<file path="src/rtl/leaf_skid_stage_if.sv">
// Handshake bundle for leaf_skid_stage: upstream valid/ready/data and downstream valid/ready/data.
// master drives words in and accepts words out; slave is the skid stage itself.
interface leaf_skid_stage_if #(
  parameter int WIDTH = 8
);
  logic             in_valid;
  logic [WIDTH-1:0] in_data;
  logic             in_ready;
  logic             out_valid;
  logic [WIDTH-1:0] out_data;
  logic             out_ready;

  modport master (
    output in_valid,
    output in_data,
    input  in_ready,
    input  out_valid,
    input  out_data,
    output out_ready
  );

  modport slave (
    input  in_valid,
    input  in_data,
    output in_ready,
    output out_valid,
    output out_data,
    input  out_ready
  );
endinterface

</file>
<file path="src/rtl/leaf_skid_stage.sv">
// Two-entry skid buffer (main + skid) with registered in_ready, plus a running
// transfer counter and modulo checksum of every word delivered downstream.
module leaf_skid_stage #(
  parameter int WIDTH = 8,
  parameter int CNT_W = 16
) (
  input  logic               clk,
  input  logic               rst_n,
  leaf_skid_stage_if.slave   bus,
  input  logic               clear,
  output logic [CNT_W-1:0]   xfer_cnt,
  output logic [CNT_W-1:0]   csum
);

  typedef enum logic [1:0] {
    EMPTY = 2'd0,
    ONE   = 2'd1,
    FULL  = 2'd2
  } state_e;

  state_e           state_q, state_d;
  logic [WIDTH-1:0] main_q, main_d;
  logic [WIDTH-1:0] skid_q, skid_d;
  logic             in_ready_q, in_ready_d;
  logic [CNT_W-1:0] cnt_q, cnt_d;
  logic [CNT_W-1:0] csum_q, csum_d;
  logic             in_fire;
  logic             out_fire;

  function automatic logic [CNT_W-1:0] wrap_add(input logic [CNT_W-1:0] acc,
                                                input logic [WIDTH-1:0] word);
    logic [CNT_W-1:0] ext;
    ext = CNT_W'(word);
    return acc + ext;
  endfunction

  assign in_fire  = bus.in_valid && in_ready_q;
  assign out_fire = (state_q != EMPTY) && bus.out_ready;

  always_comb begin
    state_d = state_q;
    main_d  = main_q;
    skid_d  = skid_q;
    cnt_d   = cnt_q;
    csum_d  = csum_q;

    if (out_fire) begin
      cnt_d  = cnt_q + CNT_W'(1);
      csum_d = wrap_add(csum_q, main_q);
    end

    case (state_q)
      EMPTY: begin
        if (in_fire) begin
          main_d  = bus.in_data;
          state_d = ONE;
        end
      end
      ONE: begin
        if (in_fire && out_fire) begin
          main_d = bus.in_data;
        end else if (in_fire) begin
          skid_d  = bus.in_data;
          state_d = FULL;
        end else if (out_fire) begin
          state_d = EMPTY;
        end
      end
      FULL: begin
        // in_ready is low here, so only the drain path exists
        if (out_fire) begin
          main_d  = skid_q;
          state_d = ONE;
        end
      end
      default: state_d = EMPTY;
    endcase

    if (clear) begin
      state_d = EMPTY;
      cnt_d   = '0;
      csum_d  = '0;
    end

    in_ready_d = (state_d != FULL);
  end

  always_ff @(posedge clk) begin
    if (!rst_n) begin
      state_q    <= EMPTY;
      main_q     <= '0;
      skid_q     <= '0;
      in_ready_q <= 1'b1;
      cnt_q      <= '0;
      csum_q     <= '0;
    end else begin
      state_q    <= state_d;
      main_q     <= main_d;
      skid_q     <= skid_d;
      in_ready_q <= in_ready_d;
      cnt_q      <= cnt_d;
      csum_q     <= csum_d;
    end
  end

  assign bus.in_ready  = in_ready_q;
  assign bus.out_valid = (state_q != EMPTY);
  assign bus.out_data  = main_q;
  assign xfer_cnt      = cnt_q;
  assign csum          = csum_q;

endmodule

</file>
<file path="src/flat_wrapper.sv">
// flat-port wrapper written by rule: the top's interface ports become plain ports
module leaf_skid_stage_flat 
#(
  parameter int WIDTH = 8,
  parameter int CNT_W = 16
)
  (clk, rst_n, clear, xfer_cnt, csum, bus_in_valid, bus_in_data, bus_in_ready, bus_out_valid, bus_out_data, bus_out_ready);
  leaf_skid_stage_if #(.WIDTH(WIDTH)) bus_i ();
  input  logic clk;
  input  logic rst_n;
  input  logic clear;
  output logic [CNT_W-1:0] xfer_cnt;
  output logic [CNT_W-1:0] csum;
  input wire logic [$bits(bus_i.in_valid)-1:0] bus_in_valid;
  input wire logic [$bits(bus_i.in_data)-1:0] bus_in_data;
  output wire logic [$bits(bus_i.in_ready)-1:0] bus_in_ready;
  output wire logic [$bits(bus_i.out_valid)-1:0] bus_out_valid;
  output wire logic [$bits(bus_i.out_data)-1:0] bus_out_data;
  input wire logic [$bits(bus_i.out_ready)-1:0] bus_out_ready;
  assign bus_i.in_valid = bus_in_valid;
  assign bus_i.in_data = bus_in_data;
  assign bus_in_ready = bus_i.in_ready;
  assign bus_out_valid = bus_i.out_valid;
  assign bus_out_data = bus_i.out_data;
  assign bus_i.out_ready = bus_out_ready;
  leaf_skid_stage #(.WIDTH(WIDTH), .CNT_W(CNT_W)) u_core (.clk(clk), .rst_n(rst_n), .bus(bus_i), .clear(clear), .xfer_cnt(xfer_cnt), .csum(csum));
endmodule
</file>
<file path="config.mk">
export PLATFORM = sky130hd
export DESIGN_NAME = leaf_skid_stage_flat
export DESIGN_NICKNAME = d
export VERILOG_FILES = /design/src/rtl/leaf_skid_stage_if.sv /design/src/rtl/leaf_skid_stage.sv /design/src/flat_wrapper.sv
export SDC_FILE = /design/constraint.sdc
export NUM_CORES = 1
export LEC_CHECK = 0
export CORE_AREA = 2 2 105 96
export CTS_BUF_LIST = sky130_fd_sc_hd__clkbuf_4 sky130_fd_sc_hd__clkbuf_8
export DETAILED_ROUTE_END_ITERATION = 6
export DIE_AREA = 0 0 107 98
export SLEW_MARGIN = 5
export SYNTH_ARGS = -nofsm -noshare
export SYNTH_HDL_FRONTEND = slang
export SYNTH_SLANG_ARGS = --single-unit
</file>
<file path="constraint.sdc">
create_clock -name clk -period 2.7 [get_ports clk]
set_clock_uncertainty 0.2 [all_clocks]
set_input_delay 0.27 -clock clk [delete_from_list [all_inputs] [get_ports clk]]
set_output_delay 0.27 -clock clk [all_outputs]
set_load 0.1 [all_outputs]
</file>
==> impl_metrics.csv, run 1 <==
group,metric,value,unit
synth,synthMuxAreaShare,7.266,%
routing,wire_per_inst,13.97,um
timing,hold_violations,0,
clock_tree,cts_tree,"yes",
timing,fin_tns_setup,0,ns
clock_tree,clk_pin_slew,0.11,ns
synth,ys_ff_latch,51,
worst_setup_path,crit_fanout,7,
worst_setup_path,rrSetupSlack,0.29,ns
timing,clock.fmax,0.4152,GHz
grt,grt_pass1_wl,10900,um
floorplanning,die_x,107,um
worst_setup_path,critPathLaunchType,"register",
floorplanning,start_util,29.04,%
synth,synth_top_area_share,37.06,%
floorplanning,ios,55,
grt,grt_pass1_vias,2230,
layout,area_growth,24.34,%
pwr,p_leak,1.443,nW
synth,netlist_instances,299,
min_path,hold_depth,2,
synth,synth_xor_area_share,4.450,%
placed_design,place.gp.congestion,0.7878,
worst_setup_path,ff2ff_path_depth,6,
timing,rsz0062_at_grt,"false",
routing,routed_via_density,4.971,
routing,drt_wl_total,6707,um
synth,synth-compound-area-share,20.48,%
min_path,worstHoldPathType,"reg -> reg",
status,status,"finished, final reports clean",
synth,syn_area,2755,sq um
synth,synth-edff-count,0,
synth,ys.flop_type,"dfxtp_1",
pwr,power,0.001494,W
worst_setup_path,crit_type,"reg -> reg",
synth,yosys.area_share.simple,22.43,%
placed_design,port-buffer-count,54,
worst_setup_path,crit_arrival,2.41,ns
flow_run,cap_viol_max_count,0,
synth,ys_types,56,
routing,first_pass_iters,5,
floorplanning,rows,34,
worst_setup_path,regToRegEndpoint,"u_core.csum[10]",
pwr,irDropWorstVdd,0.2073,mV
synth,yosysTopAreaCell,"dfxtp_1",
timing,finalCriticalPeriod,2.409,ns
worst_setup_path,crit_path_max_incr_delay,0.45,ns
timing,tightest_slew,0.6830,ns
timing,slew_violations,0,
clock_tree,postCtsSetupRepairBufs,0,
synth,synth_fa_ha_area_share,4.814,%
min_path,hold_end,"u_core.csum[0]",
worst_setup_path,crit_path_top_delay_cell,"a2111oi_4",
worst_setup_path,path_delay_family,"compound AO/OA/AOI/OAI gates",
routing,drc,0,
routing,drt_iter0_markers,86,
worst_setup_path,cp_cell_sequence,"ha_1, fa_1, a211o_1, a2111oi_4, nor4_1, mux2i_1",
clock_tree,cts_resized,0,
clock_tree,clock_path_buffers,2,
clock_tree,cts_hold_buf,0,
layout,diodes,0,
layout,layout-drive-gt1-share,21.47,%
routing,num_vias,2386,
grt,grt_max_degree,18,
synth,ys_warn_count,0,
grt,antenna_found_initial,0,
routing,final_antenna_net_count,0,
floorplanning,die_area,10490,sq um
synth,synth_top_family_by_area,"simple AND/OR/NAND/NOR gates",
layout,fin_nets,376,
synth,syn_avg_cell_area,9.215,sq um
worst_setup_path,cp-end-kind,"register",
synth,ys_seq_area_share,37.06,%
layout,fillers,997,
timing,setup_viol,0,
min_path,hold_start,"u_core.csum[0]",
clock_tree,clkSinkCount,51,
worst_setup_path,crit_buf_inv,0,
synth,synth_nets,322,
timing,slew_headroom,54.46,%
grt,track_usage,12.72,%
worst_setup_path,r2r-start,"u_core.bus.out_data[0]",
clock_tree,cts_root_buffer,"clkbuf_8",
worst_setup_path,required,2.70,ns
timing,period_share,89.21,%
synth,async_flop_share,0,%
synth,yosys-top-cells-area,"dfxtp_1 37%, mux2i_1 7.3%, nand2_1 4.6%",
placed_design,dp_hpwl,4952,um
pwr,p_per_area,436.1,nW/um^2
clock_tree,cts_max_level,2,
clock_tree,clk_latency,0.31,ns
grt,grt-ovfl-total,0,
floorplanning,die_y,98,um
clock_tree,cts_buffers,5,
floorplanning,coreArea,9487,sq um
layout,final_util,36.11,%
## metrics by stage
stage	instances	worst slack [ns]	hold WS, ns	area [sq um]
3_3_place_gp	472	0.3752	0.2569	3334
2_1_floorplan	299	0.009324	0.1982	2759
5_1_grt	480	0.1593	0.3017	3426
3_5_place_dp	472	0.3194	0.2602	3334
6_report	480	0.2913	0.2737	3426
4_1_cts	480	0.2767	0.2786	3426
## metal layers
metal	part of all wire (%)	track usage, %
met5	0	0
met2	47	20.92
met4	0.67	2.997
met3	4.3	2.670
met1	48	17.09
## kinds of logic (layout without fill, tap and decap cells)
family	count (synthesis)	after routing
AO/OA/AOI/OAI	68	68
XOR/XNOR	14	14
adder cells (fa/ha/maj)	10	10
buffers and inverters	21	76
flip-flops	51	51
multiplexers	20	20
AND/OR/NAND/NOR	115	115
## flip-flops by register name, summed over array words and instances, names as in the netlist
| register | count |
|---|---|
| u_core.xfer_cnt | 16 |
| u_core.bus.in_ready | 1 |
| u_core.csum | 16 |
| u_core.state_q | 2 |
| u_core.skid_q | 8 |
| u_core.bus.out_data | 8 |
## Yosys cell counts, types with 3 or more instances
library cell,number
dfxtp_1,51
nand2_1,34
mux2i_1,20
nor2_1,20
a21oi_1,13
nand3_1,11
nor2b_1,10
ha_1,9
o211a_1,9
xnor2_1,8
a211oi_1,7
inv_1,7
o21ai_0,7
xor2_1,6
buf_2,5
clkbuf_1,5
nand2b_1,5
nand4_1,5
o21a_1,5
o31ai_1,5
and3_1,4
nor3_1,4
or4_1,4
and4_1,3
buf_4,3
## worst register-to-register path, delay by kind of cell, from the launching register on
| family | cells | cell delay (ns) |
|---|---|---|
| AOI/OAI and AO/OA | 2 | 0.79 |
| adders and majority gates | 2 | 0.68 |
| DFF | 1 | 0.35 |
| and+or+nand+nor | 1 | 0.14 |
| muxes | 1 | 0.14 |
## cell usage in the layout (no fill, tap or decap), types with 2 or more instances in the layout
cell type	netlist	final
o21ai_0	7	7
and3_1	4	4
nor4_2	2	2
inv_6	0	2
nor2_1	20	20
nor2b_1	10	10
nand2b_1	5	5
nor3_1	4	4
o21ai_1	2	2
nand2_1	34	34
o211a_1	9	9
ha_1	9	9
nand3_1	11	11
dfxtp_2	0	3
a211o_1	2	2
clkbuf_8	0	5
nor4_1	2	2
or4_1	4	4
a21o_2	2	2
buf_4	3	49
dfxtp_1	51	48
a21oi_1	13	13
inv_1	7	7
nand4_1	5	5
o31ai_1	5	5
xor2_1	6	6
o21a_1	5	5
a2111o_1	2	2
or2_2	2	2
mux2i_1	20	20
clkdlybuf4s50_1	0	12
a211oi_1	7	7
xnor2_1	8	8
and4_1	3	3
a31oi_1	2	2
## worst max path at each step
stage / cells after the start / start / slack [ns] / end
after floorplan: 5 / u_core.bus.out_data[2] / 0.009 / u_core.csum[10]
after global placement: 6 / u_core.bus.out_data[0] / 0.38 / u_core.csum[8]
after detailed placement: 6 / u_core.bus.out_data[0] / 0.32 / u_core.csum[10]
after CTS: 6 / u_core.bus.out_data[0] / 0.28 / u_core.csum[10]
after global routing: 6 / u_core.bus.out_data[0] / 0.16 / u_core.csum[10]
final: 6 / u_core.bus.out_data[0] / 0.29 / u_core.csum[10]
## power by group
part | leakage [nW] | switching (W) | total (W) | internal (W)
combinational | 0.979 | 0.000162 | 0.000237 | 0.0000745
clock | 0.0489 | 0.000286 | 0.000474 | 0.000189
sequential | 0.414 | 0.0000168 | 0.000783 | 0.000766
total | 1.44 | 0.000465 | 0.00149 | 0.00103
## area by class of cell
class | count | area, sq um | area share, %
Multi-Input combinational cell | 227 | 1638 | 47.81
Sequential cell | 51 | 1025 | 29.91
Timing Repair Buffer | 61 | 488.0 | 14.24
Tap cell | 126 | 157.7 | 4.602
Clock buffer | 5 | 68.82 | 2.009
Inverter | 7 | 26.28 | 0.7670
Clock inverter | 3 | 22.52 | 0.6574
Power figures use the tool's default switching activity.
==> run 2: changes to the inputs <==
- GPL_TIMING_DRIVEN: default -> 0
==> run 2 against run 1 <==
Against the previous run: largest cell class unchanged; sequential share of layout area is 1.0 points lower; final area is 3.5% higher; critical path depth is 5 lower; clock power is 3% lower; sequential cell count stayed put.
==> impl_metrics.csv, run 2 (synthesis gave the netlist of run 1 again) <==
group,metric,value,unit
status,status,"finished, final reports clean",
routing,final_antenna_net_count,0,
pwr,power.net_switching,0.0004508,W
placed_design,place_ws,0.2726,ns
layout,fin_nets,383,
clock_tree,cts_max_level,2,
layout,area_growth,28.75,%
routing,drt_wl_total,6759,um
min_path,hold_depth,2,
clock_tree,cts_hold_buf,0,
worst_setup_path,crit_arrival,1.99,ns
timing,clock.fmax,0.4063,GHz
worst_setup_path,crit_type,"reg -> out",
worst_setup_path,regToRegEndpoint,"u_core.csum[10]",
min_path,worstHoldPathType,"reg -> reg",
clock_tree,cts_buffers,5,
flow_run,cap_viol_max_count,0,
routing,drt_iter0_markers,102,
layout,regArea,1025,sq um
worst_setup_path,cp-end-kind,"output pin",
routing,drc,0,
timing,tightest_slew,1.005,ns
placed_design,dp_hpwl,5092,um
routing,num_vias,2427,
layout,final_util,37.39,%
pwr,irDropWorstVdd,0.2152,mV
timing,period_share,91.15,%
floorplanning,die_x,107,um
worst_setup_path,r2r-start,"u_core.bus.out_data[0]",
worst_setup_path,path_delay_family,"buffers and inverters",
worst_setup_path,required,2.23,ns
pwr,p_sw_share,30.40,%
worst_setup_path,critPathLaunchType,"register",
pwr,p_clk_share,31.0,%
grt,grt-ovfl-total,0,
pwr,p_seq_share,52.6,%
grt,grt_max_degree,18,
min_path,hold_start,"u_core.csum[0]",
clock_tree,cts_root_buffer,"clkbuf_8",
floorplanning,die_area,10490,sq um
routing,wire_per_inst,13.88,um
floorplanning,die_y,98,um
placed_design,port-buffer-count,54,
layout,fillers,1006,
worst_setup_path,crit_buf_inv,1,
clock_tree,cts_tree,"yes",
placed_design,dp.cells,479,
routing,routed_via_density,4.984,
clock_tree,clock_path_buffers,2,
clock_tree,clk_latency,0.30,ns
min_path,hold_end,"u_core.csum[0]",
timing,fin_ws,0.2389,ns
pwr,p_comb_share,16.4,%
pwr,internal_power,0.001032,W
worst_setup_path,crit_path_top_delay_cell,"clkdlybuf4s50_1",
grt,track_usage,13.15,%
clock_tree,clkSinkCount,51,
worst_setup_path,ff2ff_path_depth,6,
worst_setup_path,crit_path_max_incr_delay,1.20,ns
layout,layout-drive-gt1-share,9.695,%
worst_setup_path,crit_start,"u_core.xfer_cnt[2]",
floorplanning,rows,34,
layout,finalNonFillerCells,487,
pwr,power,0.001483,W
floorplanning,start_util,29.04,%
timing,finalCriticalPeriod,2.461,ns
pwr,p_per_area,418.1,nW/um^2
timing,setup_viol,0,
timing,rsz0062_at_grt,"false",
layout,layout.cells.most_common_list,"53 x clkdlybuf4s50_1, 48 x dfxtp_1, 34 x nand2_1",
routing,first_pass_iters,4,
clock_tree,clk_pin_slew,0.09,ns
floorplanning,ios,55,
timing,hold_violations,0,
worst_setup_path,rrSetupSlack,0.24,ns
placed_design,place.gp.congestion,0.8113,
layout,multi_input_area,1638,sq um
grt,grt_pass1_wl,11250,um
floorplanning,coreArea,9487,sq um
layout,diodes,0,
worst_setup_path,cp_cell_sequence,"clkdlybuf4s50_1",
worst_setup_path,crit_fanout,5,
pwr,p_leak,1.377,nW
timing,slew_headroom,32.76,%
timing,slew_violations,0,
grt,antenna_found_initial,0,
timing,fin_tns_setup,0,ns
layout,final_common_cell,"clkdlybuf4s50_1",
grt,grt_pass1_vias,2309,
[run 2: cell count changes in the layout (fill, tap and decap cells not counted), sizes merged]
cell	before	now
dlygate4sd2	0	1
clkbuf	5	10
clkdlybuf4s50	12	53
buf	49	9
[run 2: repair_timing]
action / CTS / global route
buffers inserted: 0 / 0
setup endpoints to repair: 1 / 0
resized for setup: 1 / 0
[run 2: worst max-delay path by stage]
stage / cells past startpoint / slack (ns) / endpoint
after floorplan: 5 / 0.009 / u_core.csum[10]
after global placement: 6 / 0.29 / u_core.csum[10]
after detailed placement: 6 / 0.27 / u_core.csum[10]
after CTS: 1 / 0.22 / xfer_cnt[3]
after global routing: 6 / 0.13 / u_core.csum[14]
final: 1 / 0.24 / xfer_cnt[2]
[run 2: metrics by stage]
stage / hold slack (ns) / area [sq um]
6_report: 0.2816 / 3547
5_1_grt: 0.3024 / 3547
4_1_cts: 0.2846 / 3547
3_5_place_dp: 0.2619 / 3457
3_3_place_gp: 0.2562 / 3457
2_1_floorplan: 0.1982 / 2759
[run 2: power groups by stage]
stage | clock (W) | combinational (W) | sequential [W]
3_5_place_dp | 0 | 0.000245 | 0.000798
4_1_cts | 0.000485 | 0.000245 | 0.000781
3_3_place_gp | 0 | 0.000243 | 0.000798
2_1_floorplan | 0 | 0.0000969 | 0.000874
6_report | 0.000460 | 0.000243 | 0.000780
5_1_grt | 0.000513 | 0.000261 | 0.000783
[run 2: layout make-up]
cell class	count	area share, %
plain buffers	14	1.975
clock buffers	5	1.940
clock inverters	3	0.6349
inverters	7	0.7407
multi-input cells	227	46.17
flip-flops and latches	51	28.89
well taps	126	4.444
repair buffers	54	15.20
[run 2: per-layer routing]
metal  vias to the layer above  global-route usage, %  share of wire (%)
li1                       1214                      -                  -
met1                      1154                  17.39                 47
met2                        57                  21.80                 47
met3                         2                  3.271                5.6
met4                         0                  2.697               0.43
met5                         -                      0                  0
==> run 3: changes to the inputs <==
- HOLD_SLACK_MARGIN: default -> 0.05
- clock period: 2.7 -> 2.59 ns (I/O delays scaled with it)
==> run 3 against run 2 <==
Against the previous run: non-clock buffer count stayed put; combinational power grew 5%; cell count stayed put; sequential share of layout area shrank 0.26 points; final area rose by 1.4%; setup slack worse by 0.11 ns; power up 17%; register-to-register slack worse by 0.11 ns; hold slack better by 0.0040 ns; largest cell class unchanged.
==> impl_metrics.csv, run 3 (synthesis gave the netlist of run 1 again) <==
group,metric,value,unit
timing,setup_viol,0,
placed_design,dp_hpwl,5072,um
clock_tree,cts_tree,"yes",
min_path,hold_depth,2,
routing,num_vias,2376,
routing,drc,0,
routing,drt_wl_total,6822,um
clock_tree,cts_max_level,2,
worst_setup_path,crit_fanout,7,
layout,fillers,992,
worst_setup_path,rrSetupSlack,0.13,ns
grt,track_usage,13.62,%
clock_tree,clk_pin_slew,0.10,ns
min_path,hold_end,"u_core.csum[3]",
layout,layout.cells.most_common_list,"53 x clkdlybuf4s50_1, 44 x dfxtp_1, 34 x nand2_1",
placed_design,port-buffer-count,54,
timing,period_share,94.88,%
flow_run,cap_viol_max_count,0,
worst_setup_path,regToRegEndpoint,"u_core.csum[10]",
floorplanning,rows,34,
min_path,hold_start,"u_core.csum[3]",
grt,grt_max_degree,16,
routing,drt_iter0_markers,140,
worst_setup_path,critPathLaunchType,"register",
clock_tree,cts_buffers,5,
floorplanning,start_util,29.04,%
clock_tree,clock_path_buffers,2,
timing,finalCriticalPeriod,2.457,ns
placed_design,placed_cell_area,3462,sq um
min_path,worstHoldPathType,"reg -> reg",
clock_tree,clk_latency,0.31,ns
grt,grt-ovfl-total,0,
status,status,"finished, final reports clean",
worst_setup_path,cp-end-kind,"register",
routing,wire_per_inst,14.01,um
worst_setup_path,r2r-start,"u_core.bus.out_data[0]",
timing,fin_tns_setup,0,ns
clock_tree,clkSinkCount,51,
grt,grt_pass1_wl,11670,um
clock_tree,cts_root_buffer,"clkbuf_8",
floorplanning,coreArea,9487,sq um
placed_design,place.gp.congestion,0.7990,
worst_setup_path,crit_type,"reg -> reg",
grt,antenna_found_initial,0,
timing,hold_violations,0,
floorplanning,die_area,10490,sq um
timing,slew_headroom,33.07,%
layout,area_growth,30.56,%
layout,layout-drive-gt1-share,10.80,%
layout,final_area,3597,sq um
worst_setup_path,ff2ff_path_depth,6,
worst_setup_path,crit_start,"u_core.bus.out_data[0]",
timing,clock.fmax,0.4069,GHz
routing,first_pass_iters,4,
pwr,p_leak,1.399,nW
floorplanning,ios,55,
floorplanning,die_x,107,um
pwr,irDropWorstVdd,0.2252,mV
layout,diodes,0,
routing,final_antenna_net_count,0,
timing,tightest_slew,1.001,ns
worst_setup_path,required,2.59,ns
worst_setup_path,crit_arrival,2.45,ns
layout,fin_nets,383,
routing,routed_via_density,4.879,
timing,slew_violations,0,
timing,rsz0062_at_grt,"false",
grt,grt_pass1_vias,2396,
pwr,p_per_area,484.4,nW/um^2
layout,final_common_cell,"clkdlybuf4s50_1",
floorplanning,die_y,98,um
[run 3: cell count changes in the layout (fill, tap and decap cells not counted)]
| cell | before | now |
|---|---|---|
| clkinv_2 | 1 | 0 |
| dfxtp_2 | 3 | 7 |
| dfxtp_1 | 48 | 44 |
| clkbuf_4 | 0 | 1 |
| inv_6 | 2 | 0 |
| bufinv_16 | 0 | 2 |
[run 3: critical path: stages (launching register included)]
cell and delay, ns:
dfxtp_2 0.34, ha_1 0.23, fa_1 0.45, a211o_1 0.35
a2111oi_4 0.50, nor4_1 0.13, mux2i_1 0.14
[run 3: what timing repair did]
action / CTS / global route
setup buffers: 0 / 0
hold buffers: 0 / 0
endpoints found under the setup margin: 1 / 0
resized for setup: 1 / 0
[run 3: routing by layer]
metal | GRT usage (%) | vias to the layer above | share of wire [%]
met5 | 0 | - | 0
met4 | 3.397 | 0 | 1.0
met3 | 3.538 | 7 | 4.4
met2 | 21.51 | 50 | 45
met1 | 18.56 | 1101 | 50
li1 | - | 1218 | -
[run 3: worst max path at each step]
stage / slack, ns / to / cells past startpoint
3_3_place_gp: 0.17 / u_core.csum[10] / 6
5_1_grt: 0.005 / u_core.csum[10] / 6
3_5_place_dp: 0.13 / u_core.csum[10] / 6
6_report: 0.13 / u_core.csum[10] / 6
4_1_cts: 0.11 / u_core.csum[12] / 6
2_1_floorplan: -0.01 / u_core.csum[10] / 5
[run 3: final cells by class]
| cell class | count | area (sq um) | share of cell area, % |
|---|---|---|---|
| multi-input cells | 227 | 1638 | 45.53 |
| flip-flops and latches | 51 | 1030 | 28.63 |
| repair buffers | 54 | 539.3 | 14.99 |
| well taps | 126 | 157.7 | 4.383 |
| clock buffers | 6 | 76.32 | 2.122 |
| plain buffers | 14 | 70.07 | 1.948 |
| clock inverters | 2 | 60.06 | 1.670 |
| inverters | 7 | 26.28 | 0.7304 |
[run 3: stage by stage]
stage / cells / total power (W) / hold WS [ns] / worst slack [ns] / util [%]
2_1_floorplan: 299 / 0.001013 / 0.1872 / -0.01040 / -
3_3_place_gp: 479 / 0.001086 / 0.2542 / 0.1692 / 36.49
3_5_place_dp: 479 / 0.001089 / 0.2762 / 0.1345 / 36.49
4_1_cts: 487 / 0.001759 / 0.2904 / 0.1122 / 37.92
5_1_grt: 487 / 0.001811 / 0.2988 / 0.005280 / 37.92
6_report: 487 / 0.001743 / 0.2856 / 0.1327 / 37.92
[run 3: power breakdown]
part,internal [W],leakage (nW),switching (W),total (W)
registers,0.000799,0.416,0.0000140,0.000813
logic,0.0000812,0.914,0.000174,0.000255
clock network,0.000397,0.0688,0.000277,0.000674
==> edit, RTL diff (settings of run 3) <==
`WIDTH` is set to 8 in 3 places; all go to 10.
--- a/src/rtl/leaf_skid_stage_if.sv
+++ b/src/rtl/leaf_skid_stage_if.sv
@@ -3,3 +3,3 @@
 interface leaf_skid_stage_if #(
-  parameter int WIDTH = 8
+  parameter int WIDTH = 10
 );
--- a/src/rtl/leaf_skid_stage.sv
+++ b/src/rtl/leaf_skid_stage.sv
@@ -3,3 +3,3 @@
 module leaf_skid_stage #(
-  parameter int WIDTH = 8,
+  parameter int WIDTH = 10,
   parameter int CNT_W = 16
--- a/src/flat_wrapper.sv
+++ b/src/flat_wrapper.sv
@@ -3,3 +3,3 @@
 #(
-  parameter int WIDTH = 8,
+  parameter int WIDTH = 10,
   parameter int CNT_W = 16
Ports: changed (resized bus_in_data and bus_out_data); port bits go from 55 to 59. The function was not compared with the original's and may differ.
==> edit against run 3 <==
Routed wire length fell by 2.4%. Design area rose by 1.0%. Total power fell by 3.1%. Critical path type is now reg2out. Critical endpoint is now csum[10]. Via count rose by 1.6%. Worst setup slack improved by 0.053 ns. Sequential cell count rose by 4. Synthesized area rose by 0.86%.
==> edit: results (changes against run 3) <==
global-route wire length before repair: 11.29 mm (was 11.67 mm)
leading cell types by count after synthesis: dfxtp_1, nand2_1, nor2_1, mux2i_1, a21oi_1 (was dfxtp_1, nand2_1, mux2i_1, nor2_1, a21oi_1)
kind of cell with the highest combined delay on the critical path: buffers and inverters (was compound AO/OA/AOI/OAI gates)
post-synthesis xor/xnor area fraction: 6.303% (was 4.450%)
pin slew with the least headroom to its limit: 1.017 ns (was 1.001 ns)
Placed Instances: 498 (was 479)
cell with the biggest individual delay on the critical path: clkdlybuf4s50_1 (was a2111oi_4)
outcome: finished clean (unchanged)
worst reg2reg setup slack: 0.20 ns (was 0.13 ns)
biggest area contributors in the synthesized netlist: dfxtp_1, mux2i_1, ha_1, nand2_1, a21oi_1 (was dfxtp_1, mux2i_1, nand2_1, ha_1, o211a_1)
share of post-route cells with drive strength above 1: 7.895% (was 10.80%)
Power, Total: 1.689 mW (was 1.743 mW)
total area of multi-input combinational cells: 1595 µm² (was 1638 µm²)
WL per Instance: 13.16 µm (was 14.01 µm)
final weighted congestion in routability-driven placement: 0.8063 (was 0.7990)
unique cell type count in the Yosys netlist: 41 (was 56)
placement-stage cell area: 3533 µm² (was 3462 µm²)
CTS root buf: clkbuf_8 (unchanged)
Arrival @ worst endpoint: 1.95 ns (was 2.45 ns)
Worst setup endpoint: csum[10] (was u_core.csum[10])
depth of the most critical reg-to-reg path: 7 (was 6)
worst hold endpoint: u_core.csum[0] (was u_core.csum[3])
net count of the mapped netlist: 341 (was 322)
worst min-delay path startpoint: u_core.csum[0] (was u_core.csum[3])
gate count after technology mapping: 314 (was 299)
launch point of the worst path: u_core.csum[10] (was u_core.bus.out_data[0])
GR Layer Usage met1: 17.72% (was 18.56%)
largest stage delay on the critical path: 1.18 ns (was 0.50 ns)
Via Count: 2414 (was 2376)
number of fill cells in the layout: 955 (was 992)
worst-path maximum fanout: 8 (was 7)
post-detailed-placement half-perimeter wirelength: 5.000 mm (was 5.072 mm)
minimum setup slack after placement: 0.05645 ns (was 0.1345 ns)
met3 global-route usage: 2.870% (was 3.538%)
complex-gate fraction of the synthesized area: 14.99% (was 20.48%)
reg-to-reg endpoint: u_core.csum[14] (was u_core.csum[10])
VDD IR max: 0.1967 mV (was 0.2252 mV)
multiplexer share of the synthesized area: 7.924% (was 7.266%)
Worst Hold Margin: 0.2711 ns (was 0.2856 ns)
maximum buffer depth of the clock tree: 2 (unchanged)
Period Utilization, post-route: 92.85% (was 94.88%)
GRT met2 Usage: 21.07% (was 21.51%)
post-synthesis share of cell area spent on full adders, half adders and majority gates: 5.673% (was 4.814%)
number of violations reported at the end of detailed-routing iteration 0: 69 (was 140)
register area share after synthesis: 39.62% (was 37.06%)
global-route total usage across every layer: 13.21% (was 13.62%)
count of buffers inserted at the top-level ports: 58 (was 54)
largest net degree at the start of global routing: 19 (was 16)
## edit: what timing repair did
action / in CTS / in global routing
setup endpoints to repair: 0 / 5
resized for setup: 0 / 2
endpoints found under the hold margin: 0 / 0
## edit: layout make-up
cell class	count	area share (%)
clock inverter	3	0.6198
timing repair buffer	58	16.05
clock buffer	5	1.894
inverter	4	0.4132
multi-input combinational	240	43.91
sequential	55	30.75
buffer	15	2.032
tap	126	4.339
## edit: routing by layer
metal / wire (µm) / part of all wire, %
met5: 0 / 0
met3: 299 / 4.5
met2: 2940 / 44
met4: 124 / 1.9
met1: 3297 / 49
## edit: where the power goes
group / leakage (nW) / internal (mW) / total (mW) / switching (mW)
clock: 0.0485 / 0.195 / 0.495 / 0.301
combinational: 0.930 / 0.0969 / 0.306 / 0.209
sequential: 0.451 / 0.867 / 0.888 / 0.0214
total: 1.43 / 1.16 / 1.69 / 0.531
